[src/rtl/fetch_pkg.sv]
// Shared encoding constants and helpers for the 8-bit core's fetch, decode and execute stages.
// Jump predecode in fetch is enabled by defining FETCH_JUMP_PREDECODE_EN.
package fetch_pkg;

    localparam int unsigned CORE_W = 8;

    localparam logic [1:0] OP_ADD = 2'b00;
    localparam logic [1:0] OP_LD  = 2'b01;
    localparam logic [1:0] OP_ST  = 2'b10;
    localparam logic [1:0] OP_JMP = 2'b11;

    localparam int unsigned OPC_MSB  = 7;
    localparam int unsigned OPC_LSB  = 6;
    localparam int unsigned JOFF_MSB = 5;
    localparam int unsigned JOFF_LSB = 0;

    typedef enum logic [1:0] {
        OpAdd = 2'b00,
        OpLd  = 2'b01,
        OpSt  = 2'b10,
        OpJmp = 2'b11
    } opcode_e;

    function automatic opcode_e get_opcode(input logic [CORE_W-1:0] instr);
        return opcode_e'(instr[OPC_MSB:OPC_LSB]);
    endfunction

    function automatic logic is_jmp(input logic [CORE_W-1:0] instr);
        return instr[OPC_MSB:OPC_LSB] == OP_JMP;
    endfunction

    // JMP offset is an unsigned backward distance; subtraction wraps mod 2^CORE_W.
    function automatic logic [CORE_W-1:0] jmp_target(input logic [CORE_W-1:0] pc,
                                                     input logic [CORE_W-1:0] instr);
        logic [CORE_W-1:0] off;
        off = {2'b00, instr[JOFF_MSB:JOFF_LSB]};
        return pc - off;
    endfunction

endpackage

[src/rtl/fetch_pc_next.sv]
// Combinational next-PC for the fetch stage; follows JMPs at fetch time only when
// FETCH_JUMP_PREDECODE_EN is defined, otherwise always sequential.
module fetch_pc_next
    import fetch_pkg::*;
#(
    parameter int unsigned ADDR_W  = 8,
    parameter int unsigned INSTR_W = 8
) (
    input  logic [ADDR_W-1:0]  pc_i,
    input  logic [INSTR_W-1:0] instr_i,
    output logic [ADDR_W-1:0]  next_pc_o,
    output logic               pred_taken_o
);

    logic [ADDR_W-1:0] seq_pc;

    assign seq_pc = pc_i + ADDR_W'(1);

`ifdef FETCH_JUMP_PREDECODE_EN
    logic              jmp_hit;
    logic [ADDR_W-1:0] jmp_off;

    assign jmp_hit = instr_i[OPC_MSB:OPC_LSB] == OP_JMP;
    assign jmp_off = ADDR_W'(instr_i[JOFF_MSB:JOFF_LSB]);

    always_comb begin
        pred_taken_o = jmp_hit;
        next_pc_o    = jmp_hit ? (pc_i - jmp_off) : seq_pc;
    end
`else
    logic unused_instr;

    assign unused_instr = ^instr_i;
    assign next_pc_o    = seq_pc;
    assign pred_taken_o = 1'b0;
`endif

endmodule

[src/rtl/instr_fetch.sv]
// Fetch stage: owns the PC, drives IMEM, holds one registered fetch slot for decode.
// FETCH_JUMP_PREDECODE_EN selects fetch-time JMP following (see fetch_pc_next).
module instr_fetch
    import fetch_pkg::*;
#(
    parameter int unsigned       ADDR_W     = 8,
    parameter int unsigned       INSTR_W    = 8,
    parameter int unsigned       IMEM_DEPTH = 9,
    parameter logic [ADDR_W-1:0] RESET_PC   = '0
) (
    input  logic               clk,
    input  logic               rst_n,
    output logic [ADDR_W-1:0]  imem_addr_o,
    input  logic [INSTR_W-1:0] imem_instr_i,
    output logic               if_valid_o,
    output logic [INSTR_W-1:0] if_instr_o,
    output logic [ADDR_W-1:0]  if_pc_o,
    output logic               if_pred_taken_o,
    input  logic               id_ready_i,
    input  logic               redirect_valid_i,
    input  logic [ADDR_W-1:0]  redirect_pc_i,
    output logic               fetch_fault_o
);

    logic [ADDR_W-1:0]  pc_q, pc_d;
    logic [INSTR_W-1:0] instr_q, instr_d;
    logic [ADDR_W-1:0]  slot_pc_q, slot_pc_d;
    logic               valid_q, valid_d;
    logic               pred_q, pred_d;
    logic               fault_q, fault_d;

    logic [ADDR_W-1:0]  next_pc;
    logic               pred_next;
    logic               accept;
    logic               in_range;
    logic               fetch_en;

    fetch_pc_next #(
        .ADDR_W  (ADDR_W),
        .INSTR_W (INSTR_W)
    ) u_pc_next (
        .pc_i         (pc_q),
        .instr_i      (imem_instr_i),
        .next_pc_o    (next_pc),
        .pred_taken_o (pred_next)
    );

    assign accept   = !valid_q || id_ready_i;
    assign in_range = 32'(pc_q) < IMEM_DEPTH;
    assign fetch_en = accept && !fault_q && in_range && !redirect_valid_i;

    always_comb begin
        pc_d      = pc_q;
        instr_d   = instr_q;
        slot_pc_d = slot_pc_q;
        valid_d   = valid_q;
        pred_d    = pred_q;
        fault_d   = fault_q;
        // Redirect wins over everything, including a stalled slot.
        if (redirect_valid_i) begin
            pc_d    = redirect_pc_i;
            valid_d = 1'b0;
            pred_d  = 1'b0;
            fault_d = 1'b0;
        end else if (fetch_en) begin
            instr_d   = imem_instr_i;
            slot_pc_d = pc_q;
            valid_d   = 1'b1;
            pred_d    = pred_next;
            pc_d      = next_pc;
        end else if (accept) begin
            valid_d = 1'b0;
            pred_d  = 1'b0;
            if (!in_range) begin
                fault_d = 1'b1;
            end
        end
    end

    always_ff @(posedge clk or negedge rst_n) begin
        if (!rst_n) begin
            pc_q      <= RESET_PC;
            instr_q   <= '0;
            slot_pc_q <= '0;
            valid_q   <= 1'b0;
            pred_q    <= 1'b0;
            fault_q   <= 1'b0;
        end else begin
            pc_q      <= pc_d;
            instr_q   <= instr_d;
            slot_pc_q <= slot_pc_d;
            valid_q   <= valid_d;
            pred_q    <= pred_d;
            fault_q   <= fault_d;
        end
    end

    assign imem_addr_o     = pc_q;
    assign if_valid_o      = valid_q;
    assign if_instr_o      = instr_q;
    assign if_pc_o         = slot_pc_q;
    assign if_pred_taken_o = pred_q;
    assign fetch_fault_o   = fault_q;

    a_fault_empty_slot : assert property (@(posedge clk) disable iff (!rst_n)
        fetch_fault_o |-> !if_valid_o);

    a_pred_needs_slot : assert property (@(posedge clk) disable iff (!rst_n)
        if_pred_taken_o |-> if_valid_o);

endmodule
[config.mk]
export PLATFORM = sky130hd
export DESIGN_NAME = instr_fetch
export DESIGN_NICKNAME = d
export VERILOG_FILES = /design/src/rtl/fetch_pkg.sv /design/src/rtl/fetch_pc_next.sv /design/src/rtl/instr_fetch.sv
export SDC_FILE = /design/constraint.sdc
export NUM_CORES = 1
export LEC_CHECK = 0
export CELL_PAD_IN_SITES_DETAIL_PLACEMENT = 1
export CELL_PAD_IN_SITES_GLOBAL_PLACEMENT = 1
export CORE_MARGIN = 3
export CORE_UTILIZATION = 35
export CTS_CLUSTER_DIAMETER = 80
export CTS_CLUSTER_SIZE = 12
export DETAILED_ROUTE_END_ITERATION = 6
export HOLD_SLACK_MARGIN = 0.08
export PLACE_DENSITY_LB_ADDON = 0.1
export RECOVER_POWER = 50
export SLEW_MARGIN = 20
export SYNTH_ARGS = -nofsm -noshare
export SYNTH_HDL_FRONTEND = slang
export SYNTH_SLANG_ARGS = --single-unit
[constraint.sdc]
create_clock -name clk -period 6.4 [get_ports clk]
set_input_delay 1.92 -clock clk [delete_from_list [all_inputs] [get_ports clk]]
set_output_delay 1.92 -clock clk [all_outputs]
set_load 0.05 [all_outputs]
# [Word level (Yosys, flattened, before mapping)]
# Cells that the tools add are included.
[word_totals] regBits=27 in_bits=20 wordCells=34
[op_classes] add_sub_neg=1 order_cmp=1 n_eq_ne=2 n_mux=11 n_bitwise=1 reduce_logical=12
[op_table] op="$mux 8" n=2
[op_table] op="$mux 1" n=9
[op_table] op="$add 8x1->8 const B" n=1
[op_table] op="$lt 8x4->1 const B" n=1
[op_table] op="$ne 2x2->1 const B" n=2
[op_table] op="$reduce_bool 2->1" n=2
[op_table] op="$logic_and 1x1->1" n=3
[op_table] op="$logic_not 1->1" n=3
[op_table] op="$reduce_and 3->1" n=1
[op_table] op="$reduce_bool 3->1" n=1
[op_table] op="$reduce_and 2->1" n=1
[op_table] op="$logic_or 1x1->1" n=1
[op_table] op="$not 1->1" n=1

# [Depth between registers and ports, before layout]
# Gate-level depths: netlist of run 1.
[logic_depth] depth_word=7 depth_mapped=8

# [Hierarchy]
# A second synthesis of run 1 with hierarchy kept.
[unflattened] cells_unflattened=101 area_unflattened_um2=1232.4
[modules_own_cells] mod="instr_fetch" instances=1 cells_per_inst=83 area_per_inst_um2=1104.8 seq_area_each_um2=675.6
[modules_own_cells] mod="fetch_pc_next" instances=1 cells_per_inst=18 area_per_inst_um2=127.6 seq_area_each_um2=0.0

# [Worst setup path after synthesis of run 1]
# No wires, ideal clock.
[synth_path] path_kind="input port to flip-flop" startpoint="in redirect_valid_i" endpoint="reg slot_pc_q[0] (netlist: if_pc_o[0])" setup_ns=0.125 t_arrival_ns=2.995 t_required_ns=6.275 slack_ns=3.280 stages=4 n_path_buf=2 cell_sequence="or4_4 > buf_6 > buf_12 > mux2_4"
[synth_via] elab_chain_cells=3 elab_cells_between_ends=4 classes_between="bitwise: 1; reduce/logical: 3"
[synth_lines] item="start, declared" line="instr_fetch.sv:20" source="input logic redirect_valid_i,"
[synth_lines] item="$logic_not 1->1" line="instr_fetch.sv:50" source="assign fetch_en = accept && !fault_q && in_range && !redirect_valid_i;"
[synth_lines] item="$logic_and 1x1->1" line="instr_fetch.sv:50"
[synth_lines] item="$reduce_and 2->1 (no source line) (*)"
[synth_lines] item="end signal, assigned" line="instr_fetch.sv:91" source="slot_pc_q <= slot_pc_d;"
[synth_lines] item="end, declared" line="instr_fetch.sv:27" source="logic [ADDR_W-1:0] slot_pc_q, slot_pc_d;"
# Every way passes the cells marked *; elsewhere a longest branch is shown, timed or not.
# A chain may end at the register's enable or synchronous reset.

# [Worst setup path in the final report of run 1]
[layout_path] startpoint="reg pc_q[0] (netlist: imem_addr_o[0])" endpoint="out imem_addr_o[0]"
[layout_lines] item="start, declared" line="instr_fetch.sv:25" source="logic [ADDR_W-1:0] pc_q, pc_d;"
[layout_lines] item="start signal, assigned" line="instr_fetch.sv:89" source="pc_q <= pc_d;"
[layout_lines] item="end, declared" line="instr_fetch.sv:13" source="output logic [ADDR_W-1:0] imem_addr_o,"
# No word-level cell between the ends.

==> impl_metrics.ini, run 1 <==
[global_routing]
grt_start_max_net_pins = 27
grt_usage = 0.127
grt_pass1_vias = 819
antenna_found_initial = 0
grt_overflow = 0
grt_pass1_wl_um = 4040

[worst_setup_path]
r2r_end = if_pc_o[0]$_DFFE_PN0P_
critPathSlowestCell = clkdlybuf4s50_1
max_stage_delay_ns = 0.84
crit_chain = clkdlybuf4s50_1
cp.arrival_ns = 1.66
reg2reg_from = imem_addr_o[6]$_DFFE_PN0P_
critPathLaunchType = register
cp_top_family = buffers and inverters
startpoint = imem_addr_o[0]$_DFFE_PN0P_
cp_data_required_time_ns = 4.48
critical_path.max_fanout = 6
end_kind = primary output
reg2reg_setup_slack_ns = 4.14
cp.buffers_inverters = 1
rr_worst_depth = 4
critPathCapture = imem_addr_o[0]
path_depth = 1
crit_type = register to primary output

[clocking]
numCtsBuffers = 3
htree_levels = 1
cts_sinks = 26
max-clock-path-buffers = 2
holdBufCountCts = 0
clk_pin_slew_ns = 0.15
cts_setup_buffers = 0
cts_tree = yes
clk_latency_ns = 0.32
cts_root_buf = clkbuf_4
cts_resized = 0

[route]
firstDrtPassIters = 2
dr_wl_met3_um = 129
viasPerCell = 4.59
drtIter0Drc = 26
drc_errors = 0
wl_per_cell_um = 13.9
wirelength_um = 2390
met2WireLength_um = 1170
routed.top_layer = met4
vias = 790
wl_met1_um = 1070
ant_nets = 0

[logic_synthesis]
ys_seq_area_frac = 0.571
syn-instance-count = 82
syn_area_sq_um = 1140
synth_flop_cell = dfrtp_1
synth-warning-count = 0
async_flop_share = 1.00
synth_cell_types = 26
synth_edf_count = 0
synthesis.nets = 104
ys_seq_elements = 26
synth_area_per_cell_sq_um = 13.9

[placed_design]
gp_congestion = 0.674
dp_hpwl_um = 1750
dp.cells = 168
io_buffers = 45
place_ws_ns = 2.52

[pwr]
pwr-share-comb = 0.411
max-vdd-ir-drop_uv = 138
power_density_nw_per_um2 = 302
power_frac_clock = 0.169
switchingPower_uw = 191
sw_frac_of_total = 0.386
seqPwrFrac = 0.420
total_power_uw = 496
leakagePower_uw = 0.000725
p_int_uw = 305

[timing]
fin_crit_ns = 3.58
rsz0062_at_grt = no
skew_ns = 0.00811
max-slew-margin-rel = 0.0843
tns_ns = 0
layout_setup_ws_ns = 2.82
drv_slew = 0
hold_viol = 0
period_share = 0.559
clock.fmax_ghz = 0.279
setup_viol = 0
max_slew.worst_pin.slew_ns = 1.37

[run_status]
outcome = complete, no violations

[worst_hold_path]
hold_class = register to register

[run]
cap_violations = 0

[die]
die_w_um = 63.0
floorplan.initialDensity = 0.370
rows = 20
coreArea_sq_um = 3080
io_pins = 47
fp.dieArea_sq_um = 3970
die_h_um = 63.0

[final_layout]
fin_cells = 172
post-route-util = 0.533
fillers = 340
drive_above_1_share = 0.211
syn2layout_area_growth_pct = 44.2
antenna_cells = 0
nNetsFinal = 151
-- layout make-up --
cell class	count	area, sq um	share of cell area
sequential	26	651	0.396
timing repair buffer	46	454	0.277
multi-input combinational	50	438	0.267
tap	44	55.1	0.0335
clock buffer	4	36.3	0.0221
inverter	2	7.51	0.00457
-- registers in the layout (all words and copies together) (netlist names) --
| name | cells |
|---|---|
| fetch_fault_o | 1 |
| if_instr_o | 8 |
| if_pc_o | 8 |
| if_valid_o | 1 |
| imem_addr_o | 8 |
-- through the flow --
step,instance area [sq um],hold slack (ns)
2_1_floorplan,1140,0.812
5_1_grt,1640,0.546
4_1_cts,1650,0.520
6_report,1640,0.512
3_3_place_gp,1610,0.482
3_5_place_dp,1610,0.485
-- worst min path at each step --
stage	start	endpoint	slack (ns)	cells after the start
2_1_floorplan	imem_addr_o[2]$_DFFE_PN0P_	imem_addr_o[3]$_DFFE_PN0P_	0.81	2
3_3_place_gp	if_pc_o[4]$_DFFE_PN0P_	if_pc_o[4]$_DFFE_PN0P_	0.48	1
3_5_place_dp	if_pc_o[4]$_DFFE_PN0P_	if_pc_o[4]$_DFFE_PN0P_	0.48	1
4_1_cts	if_pc_o[4]$_DFFE_PN0P_	if_pc_o[4]$_DFFE_PN0P_	0.52	1
5_1_grt	if_pc_o[5]$_DFFE_PN0P_	if_pc_o[5]$_DFFE_PN0P_	0.55	1
6_report	if_pc_o[4]$_DFFE_PN0P_	if_pc_o[4]$_DFFE_PN0P_	0.51	1
-- cells in the final DEF (no fill, tap or decap), drive strengths merged --
cell	count
nor2	3
nor2b	3
clkbuf	5
o21ai	2
conb	1
nand2b	3
nand2	2
clkdlybuf4s50	38
o21a	1
ha	2
xnor2	1
a311oi	1
or4	2
mux2	17
a21o	1
nand4	1
a2111oi	1
inv	2
and4	1
a21oi	2
and2	4
nor3	2
dfrtp	26
dlygate4sd3	7
-- power by group through the flow --
stage | clock network [uW] | registers [uW] | logic, uW
floorplan | 0 | 305 | 37.6
global placement | 0 | 212 | 205
detailed placement | 0 | 212 | 208
global route | 91.6 | 214 | 211
finish | 84.0 | 208 | 204
CTS | 87.0 | 209 | 208
-- synthesized netlist by cell type, drive strengths merged, types with 2 or more instances --
library cell / n / area, sq um
or4: 2 / 22.5
nor2: 3 / 11.3
dfrtp: 26 / 651
nor2b: 3 / 18.8
buf: 3 / 38.8
o21ai: 2 / 10.0
ha: 2 / 25.0
nor3: 2 / 10.0
and2: 4 / 30.0
nand2b: 3 / 18.8
nand2: 2 / 7.51
mux2: 17 / 214
inv: 2 / 7.51
a21oi: 2 / 10.0
-- cells by family (layout without fill, tap and decap cells) --
group                    Yosys count  in the layout  synth area share
multiplexers                      17             17             0.188
buffers and inverters              6             52            0.0440
AND/OR/NAND/NOR                   21             21             0.118
AO/OA/AOI/OAI                      8              8            0.0462
adder cells (fa/ha/maj)            2              2            0.0220
flip-flops                        26             26             0.571
other                              1              1           0.00329
XOR/XNOR                           1              1           0.00769
-- layer usage --
layer | up-vias | track usage
li1 | 372 | -
met1 | 389 | 0.166
met2 | 27 | 0.211
met3 | 2 | 0.0252
met4 | 0 | 0.0413
met5 | - | 0
Power figures use the tool's default switching activity.
==> inputs of run 2 (changes only) <==
Settings changed: CORE_UTILIZATION 35 to 32.
Clock period 6.4 ns to 3.6 ns, I/O delays scaled along.
==> run 2 against run 1 <==
Against the previous run: cell area is 1.1% higher; routed wire length is 3.5% higher; count of clock-buffer cells in the layout is 1 lower; critical path type is now input pin to register; worst setup slack worse by 2.3 ns; sequential share of layout area is 0.45 points lower; via count is 1.9% higher; total power is 88% higher; flip-flop and latch count stayed put; critical endpoint is now if_instr_o[7]$_DFFE_PN0P_; largest power group unchanged; largest cell class unchanged; sequential power is 79% higher; final cell count is 1.7% higher.
==> impl_metrics.ini, run 2 (synthesis results as in run 1) <==
[run_status]
outcome = complete, no violations

[die]
floorplan.initialDensity = 0.336
rows = 21
fp.dieArea_sq_um = 4310
coreArea_sq_um = 3390
die_h_um = 65.7
io_pins = 47
die_w_um = 65.7

[timing]
max-slew-margin-rel = 0.0955
skew_ns = 0.00510
rsz0062_at_grt = no
fin_crit_ns = 3.08
hold_viol = 0
max_slew.worst_pin.slew_ns = 1.36
period_share = 0.854
clock.fmax_ghz = 0.325
setup_viol = 0
tns_ns = 0
drv_slew = 0

[global_routing]
grt_pass1_vias = 836
grt_usage = 0.127
grt_overflow = 0
grt_pass1_wl_um = 4140
antenna_found_initial = 0
grt_start_max_net_pins = 27

[worst_setup_path]
cp.arrival_ns = 3.29
critical_path.max_fanout = 17
critPathLaunchType = input pin
crit_type = input pin to register
cp_data_required_time_ns = 3.82
end_kind = register

[clocking]
max-clock-path-buffers = 2
cts_setup_buffers = 0
cts_resized = 0
holdBufCountCts = 0
numCtsBuffers = 3
cts_root_buf = clkbuf_4
clk_pin_slew_ns = 0.14
cts_sinks = 26
clk_latency_ns = 0.32
htree_levels = 1
cts_tree = yes

[run]
cap_violations = 0

[pwr]
max-vdd-ir-drop_uv = 324
leakagePower_uw = 0.000723
power_density_nw_per_um2 = 563
total_power_uw = 935

[placed_design]
gp_congestion = 0.663
dp_hpwl_um = 1850
dp.cells = 171
io_buffers = 45

[final_layout]
antenna_cells = 0
final_common_cell = clkdlybuf4s50_1
syn2layout_area_growth_pct = 45.8
nNetsFinal = 152
final_cell_mix = clkdlybuf4s50_1, dfrtp_1, mux2_2, mux2_4, and2_2
drive_above_1_share = 0.202
fin_cells = 175
fillers = 362

[route]
drc_errors = 0
vias = 805
wirelength_um = 2470
dr_wl_met3_um = 156
met2WireLength_um = 1250
firstDrtPassIters = 2
wl_per_cell_um = 14.1
drtIter0Drc = 29
routed.top_layer = met4
viasPerCell = 4.60
wl_met1_um = 1040
ant_nets = 0

[worst_hold_path]
hold_class = register to register
run 2: cell count changes in the layout (fill, tap and decap cells not counted):
| cell | before | now |
|---|---|---|
| bufinv_16 | 0 | 1 |
| clkbuf_1 | 1 | 2 |
| clkbuf_8 | 1 | 0 |
| clkdlybuf4s50_1 | 38 | 42 |
| dlygate4sd3_1 | 7 | 3 |
| or4_1 | 0 | 1 |
| or4_4 | 2 | 1 |
run 2: area by class of cell:
type | count | area (sq um) | share of cell area
sequential | 26 | 651 | 0.392
timing repair buffer | 47 | 458 | 0.276
multi-input combinational | 50 | 434 | 0.261
tap | 46 | 57.6 | 0.0347
clock inverter | 1 | 30.0 | 0.0181
clock buffer | 3 | 22.5 | 0.0136
inverter | 2 | 7.51 | 0.00452
run 2: through the flow:
stage | hold slack [ns] | cell area (sq um) | setup WS [ns] | util
2_1_floorplan | 0.784 | 1140 | 1.10 | -
3_3_place_gp | 0.483 | 1620 | 0.782 | 0.478
3_5_place_dp | 0.493 | 1620 | 0.753 | 0.478
4_1_cts | 0.527 | 1670 | 0.833 | 0.493
5_1_grt | 0.551 | 1660 | 0.457 | 0.490
6_report | 0.515 | 1660 | 0.525 | 0.490
run 2: worst paths after layout:
| path | startpoint | endpoint | slack, ns | depth (start not counted) |
|---|---|---|---|---|
| setup / recovery | redirect_valid_i | if_instr_o[7]$_DFFE_PN0P_ | 0.52 | 4 |
| hold / removal | if_pc_o[5]$_DFFE_PN0P_ | if_pc_o[5]$_DFFE_PN0P_ | 0.51 | 1 |
| setup reg to reg | imem_addr_o[6]$_DFFE_PN0P_ | if_instr_o[7]$_DFFE_PN0P_ | 1.05 | 4 |
| hold reg to reg | if_pc_o[5]$_DFFE_PN0P_ | if_pc_o[5]$_DFFE_PN0P_ | 0.51 | 1 |
| max in group asynchronous | rst_n | imem_addr_o[5]$_DFFE_PN0P_ | 1.23 | 2 |
| min in group asynchronous | rst_n | imem_addr_o[2]$_DFFE_PN0P_ | 1.58 | 2 |
run 2: critical path: stages:
cell and delay (ns):
dlygate4sd3_1 0.53, clkbuf_1 0.29, or4_1 0.97, mux2_4 0.42
run 2: layer usage:
layer,up-vias,GRT usage
li1,373,-
met1,401,0.155
met2,29,0.210
met3,2,0.0393
met4,0,0.0466
met5,-,0
run 2: where the power goes:
part	internal [uW]	switching, uW
Clock	113	83.2
Sequential	339	33.1
Combinational	144	223
